## config.mk

```make
export PLATFORM = sky130hd
export DESIGN_NAME = corescore_axis_rr_arbiter
export DESIGN_NICKNAME = d
export VERILOG_FILES = /design/src/rtl/corescore_axis_rr_arbiter.sv
export SDC_FILE = /design/constraint.sdc
export NUM_CORES = 1
export LEC_CHECK = 0
export BUFFER_PORTS_ARGS = -buffer_cell sky130_fd_sc_hd__buf_2
export CAP_MARGIN = 15
export CORE_UTILIZATION = 40
export DETAILED_ROUTE_END_ITERATION = 16
export PLACE_DENSITY = 0.66
export SYNTH_ARGS = -nofsm -noshare
export SYNTH_HDL_FRONTEND = slang
export SYNTH_SLANG_ARGS = --single-unit
export TNS_END_PERCENT = 10
```

## constraint.sdc

```tcl
create_clock -name i_clk -period 5.02 [get_ports i_clk]
set_input_delay 0.502 -clock i_clk [delete_from_list [all_inputs] [get_ports i_clk]]
set_output_delay 0.502 -clock i_clk [all_outputs]
set_load 0.01 [all_outputs]
```

## src/rtl/corescore_axis_rr_arbiter.sv

```systemverilog
// Packet-level round-robin arbiter: shares one AXI-stream byte sink among NUM_SOURCES sources.
// A grant is held from the first beat to the tlast beat; an optional watchdog force-ends runaway packets.
module corescore_axis_rr_arbiter #(
    parameter int NUM_SOURCES = 4,
    parameter int DATA_WIDTH  = 8,
    parameter int MAX_BEATS   = 256
) (
    input  logic                              i_clk,
    input  logic                              i_rst,
    input  logic [NUM_SOURCES*DATA_WIDTH-1:0] i_tdata,
    input  logic [NUM_SOURCES-1:0]            i_tlast,
    input  logic [NUM_SOURCES-1:0]            i_tvalid,
    output logic [NUM_SOURCES-1:0]            o_tready,
    output logic [DATA_WIDTH-1:0]             o_tdata,
    output logic                              o_tlast,
    output logic                              o_tvalid,
    input  logic                              i_tready,
    output logic [NUM_SOURCES-1:0]            o_grant,
    output logic                              o_trunc
);

    localparam int PTR_W     = (NUM_SOURCES > 1) ? $clog2(NUM_SOURCES) : 1;
    localparam int CNT_W_RAW = $clog2(MAX_BEATS + 1);
    localparam int CNT_W     = (CNT_W_RAW < 1) ? 1 : CNT_W_RAW;
    localparam bit WD_EN     = (MAX_BEATS > 0);
    localparam int WD_LAST_I = (MAX_BEATS > 0) ? (MAX_BEATS - 1) : 0;
    localparam logic [CNT_W-1:0] WD_LAST = CNT_W'(WD_LAST_I);

    typedef enum logic {
        IDLE,
        LOCKED
    } state_t;

    state_t                 state;
    logic [NUM_SOURCES-1:0] grant;
    logic [PTR_W-1:0]       gidx;
    logic [PTR_W-1:0]       ptr;
    logic [CNT_W-1:0]       beats;

    logic                   sel_found;
    logic [PTR_W-1:0]       sel_idx;
    logic [PTR_W-1:0]       cand;

    logic [DATA_WIDTH-1:0]  src_data;
    logic                   src_valid;
    logic                   src_last;
    logic                   locked;
    logic                   wd_hit;
    logic                   beat;

    // Explicit wrap keeps non-power-of-2 source counts inside the legal index range.
    function automatic logic [PTR_W-1:0] wrap_inc(input logic [PTR_W-1:0] idx);
        if (idx == PTR_W'(NUM_SOURCES - 1)) begin
            return '0;
        end
        return idx + PTR_W'(1);
    endfunction

    // Rotating priority scan starting at ptr.
    always_comb begin
        sel_found = 1'b0;
        sel_idx   = ptr;
        cand      = ptr;
        for (int i = 0; i < NUM_SOURCES; i++) begin
            if (!sel_found && i_tvalid[cand]) begin
                sel_found = 1'b1;
                sel_idx   = cand;
            end
            cand = wrap_inc(cand);
        end
    end

    always_comb begin
        src_data  = '0;
        src_valid = 1'b0;
        src_last  = 1'b0;
        for (int k = 0; k < NUM_SOURCES; k++) begin
            if (gidx == PTR_W'(k)) begin
                src_data  = i_tdata[k*DATA_WIDTH +: DATA_WIDTH];
                src_valid = i_tvalid[k];
                src_last  = i_tlast[k];
            end
        end
    end

    assign locked   = (state == LOCKED);
    assign wd_hit   = WD_EN && (beats == WD_LAST);
    assign o_tvalid = locked && src_valid;
    assign o_tdata  = locked ? src_data : '0;
    assign o_tlast  = locked && (src_last || wd_hit);
    assign o_tready = (locked && i_tready) ? grant : '0;
    assign o_grant  = grant;
    assign beat     = o_tvalid && i_tready;
    // A forced release is one where the watchdog, not the source, ended the packet.
    assign o_trunc  = beat && wd_hit && !src_last;

    always_ff @(posedge i_clk) begin
        if (i_rst) begin
            state <= IDLE;
            grant <= '0;
            gidx  <= '0;
            ptr   <= '0;
            beats <= '0;
        end else begin
            case (state)
                IDLE: begin
                    if (sel_found) begin
                        state <= LOCKED;
                        grant <= NUM_SOURCES'(1) << sel_idx;
                        gidx  <= sel_idx;
                        beats <= '0;
                    end
                end
                LOCKED: begin
                    if (beat) begin
                        if (o_tlast) begin
                            state <= IDLE;
                            grant <= '0;
                            beats <= '0;
                            ptr   <= wrap_inc(gidx);
                        end else if (WD_EN) begin
                            beats <= beats + CNT_W'(1);
                        end
                    end
                end
                default: begin
                    state <= IDLE;
                    grant <= '0;
                end
            endcase
        end
    end

endmodule

```

==> out/metrics.yaml <==
status: "completed"
syn-instance-count: 227
synth_edf_count: 0
max_slew_margin: 0.5022
setup_ws_ps: 2009
clk_pin_slew_ps: 70
dp_hpwl_um: 3381
syn_area_mm2: 0.001762
synth.ff_latch_count: 18
place_area_mm2: 0.002069
grt_max_degree: 25
r2r_cells: 7
cts_buffer_depth: 2
critPathBufInv: 0
min_path_type: "reg -> reg"
ioPinCount: 62
syn2layout_area_growth_pct: 20.60
slew_viol_final: 0
nFillCells: 414
worstMarginPinSlew_ps: 745.7
vias: 1840
antenna_found_initial: 0
die-area_mm2: 0.004674
drv_cap: 0
cts_max_level: 1
core-area_mm2: 0.004115
whs_path_depth: 2
postRouteAntennaNets: 0
min_period_ps: 3011
routed_via_density: 5.593
setup_tns_ps: 0
ys_seq_area_frac: 0.2045
rsz0062_at_grt: "no"
postCtsSetupBuffers: 0
worstSetupStartpointType: "flop"
num_antenna_cells: 0
drc: 0
cpPeakStageDelay_ps: 740
synthTopCellsByCount: "nor2_1, nand2_1, a21oi_1"
die_x_um: 68.37
critical-path-slowest-cell: "dfxtp_1"
crit_cells: 7
yosysTopAreaCellShare: 0.2045
drt_pass1_iterations: 4
drive_gt1_frac: 0.2903
p_leak_nw: 0.9175
crit_path_max_fanout: 17
final_net_count: 330
endpoint_kind: "flop"
synth.top_cells.by_area: "dfxtp_1, a21oi_1, nor2_1"
synth.avg_cell_area_um2: 7.761
finalCritPeriodShare: 0.5998
portBuffers: 61
cts_buffers: 3
skew_ps: 2.917
peakVddDrop_mv: 0.1848
synth_warnings: 0
async_flop_share: 0
max_freq_mhz: 332.1
track_usage: 0.1911
cts_tree: "yes"
hold_buffers: 0
clk_latency_ps: 250
place.gp.congestion: 0.8496
yosysTopAreaCell: "dfxtp_1"
rows: 23
cts-root-buf: "clkbuf_8"
critical_path_arrival_ps: 3160
routed_wl_um: 4496
ys.flop_type: "dfxtp_1"
worstPathRequired_ps: 5170
grt_pass1_vias: 1468
worstPathCellList: "ha_1 -> xor2_1 -> a221oi_2 -> a2bb2oi_4 -> nand2b_4 -> mux2_2 -> a32o_1"
crit_type: "reg -> reg"
netlist-cell-type-count: 54
power_density_mw_per_mm2: 243.1
gr-total-overflow: 0
drtIter0Drc: 65
die_y_um: 68.37
grt_first_pass_wirelength_um: 6720
start_util: 0.4281
syn-num-nets: 277
cts.sinks: 18
wl_per_cell_um: 13.67
pre_cts_ws_ps: 2055
fin_area_mm2: 0.002125
ctsResizeCount: 0
setup_violations: 0
critical_path.top_delay_family: "compound AO/OA/AOI/OAI gates"
synthMostInstantiatedCell: "nor2_1"
hold_viol: 0
stage by stage:
step	utilization	total power [mW]	hold WS [ps]	instances
3_5_place_dp	0.5029	0.3995	462.4	325
4_1_cts	0.5163	0.5170	472.8	329
6_report	0.5163	0.5165	471.2	329
5_1_grt	0.5163	0.5539	496.5	329
2_1_floorplan	-	0.3343	438.4	227
3_3_place_gp	0.5029	0.3974	449.8	325
cells in the final DEF (no fill, tap or decap), types with 2 or more instances in the layout:
| master | n |
|---|---|
| a21oi_1 | 19 |
| a31oi_1 | 4 |
| and3_1 | 6 |
| o41ai_2 | 2 |
| buf_2 | 61 |
| a22oi_1 | 8 |
| nand3_1 | 7 |
| o21ai_0 | 13 |
| ha_1 | 7 |
| a32o_1 | 2 |
| or3_1 | 3 |
| clkbuf_8 | 4 |
| inv_1 | 8 |
| a32oi_1 | 2 |
| and2_1 | 10 |
| o21a_1 | 2 |
| a21o_1 | 4 |
| nor2b_1 | 2 |
| nand2_1 | 24 |
| nor2_1 | 25 |
| dfxtp_1 | 18 |
| mux2i_1 | 5 |
| mux2_2 | 4 |
| nor3_1 | 5 |
| nand2b_1 | 6 |
where the power goes:
| part | leakage (nW) | total [mW] | internal [mW] | switching [mW] |
|---|---|---|---|---|
| clock | 0.0288 | 0.119 | 0.0697 | 0.0490 |
| sequential | 0.146 | 0.165 | 0.151 | 0.0140 |
| combinational | 0.742 | 0.233 | 0.101 | 0.132 |
| total | 0.917 | 0.517 | 0.321 | 0.195 |
registers in the layout, summed over array words and instances, names as in the netlist:
| signal | count |
|---|---|
| o_grant | 4 |
| ptr | 2 |
| gidx | 2 |
| locked | 1 |
| beats | 9 |
worst paths after layout:
path | start | to | slack [ps]
setup / recovery | ptr[0] | o_grant[2] | 2010
hold / removal | beats[5] | beats[5] | 470
setup reg to reg | ptr[0] | o_grant[2] | 2010
hold reg to reg | beats[5] | beats[5] | 470
tightest hold or removal path: stages (launching register included):
cell	delay, ps
dfxtp_1	320
nand2_1	60
mux2i_1	50
metal layers:
layer / part of all wire / wire length [µm] / GRT usage
met1: 0.48 / 2147 / 0.2390
met2: 0.46 / 2070 / 0.3493
met3: 0.058 / 263 / 0.02333
met4: 0.0033 / 15 / 0.03125
met5: 0 / 0 / 0
cell families (layout without fill, tap and decap cells):
logic type                 Yosys count  count (layout)  synth area share
buffers and inverters               21              73           0.05113
DFF                                 18              18            0.2045
muxes                               12              12           0.08949
AOI/OAI and AO/OA                   73              73            0.3267
xor gates and xnor gates             1               1          0.004972
adders and majority gates            7               7           0.04971
and+or+nand+nor                     95              95            0.2734
final cells by class:
type / instances / area, µm² / area share
sequential: 18 / 360.3 / 0.1696
clock buffer: 4 / 55.05 / 0.02591
tap: 50 / 62.56 / 0.02945
timing repair buffer: 61 / 305.3 / 0.1437
multi-input combinational: 188 / 1311 / 0.6172
inverter: 8 / 30.03 / 0.01413
Power figures use the tool's default switching activity.
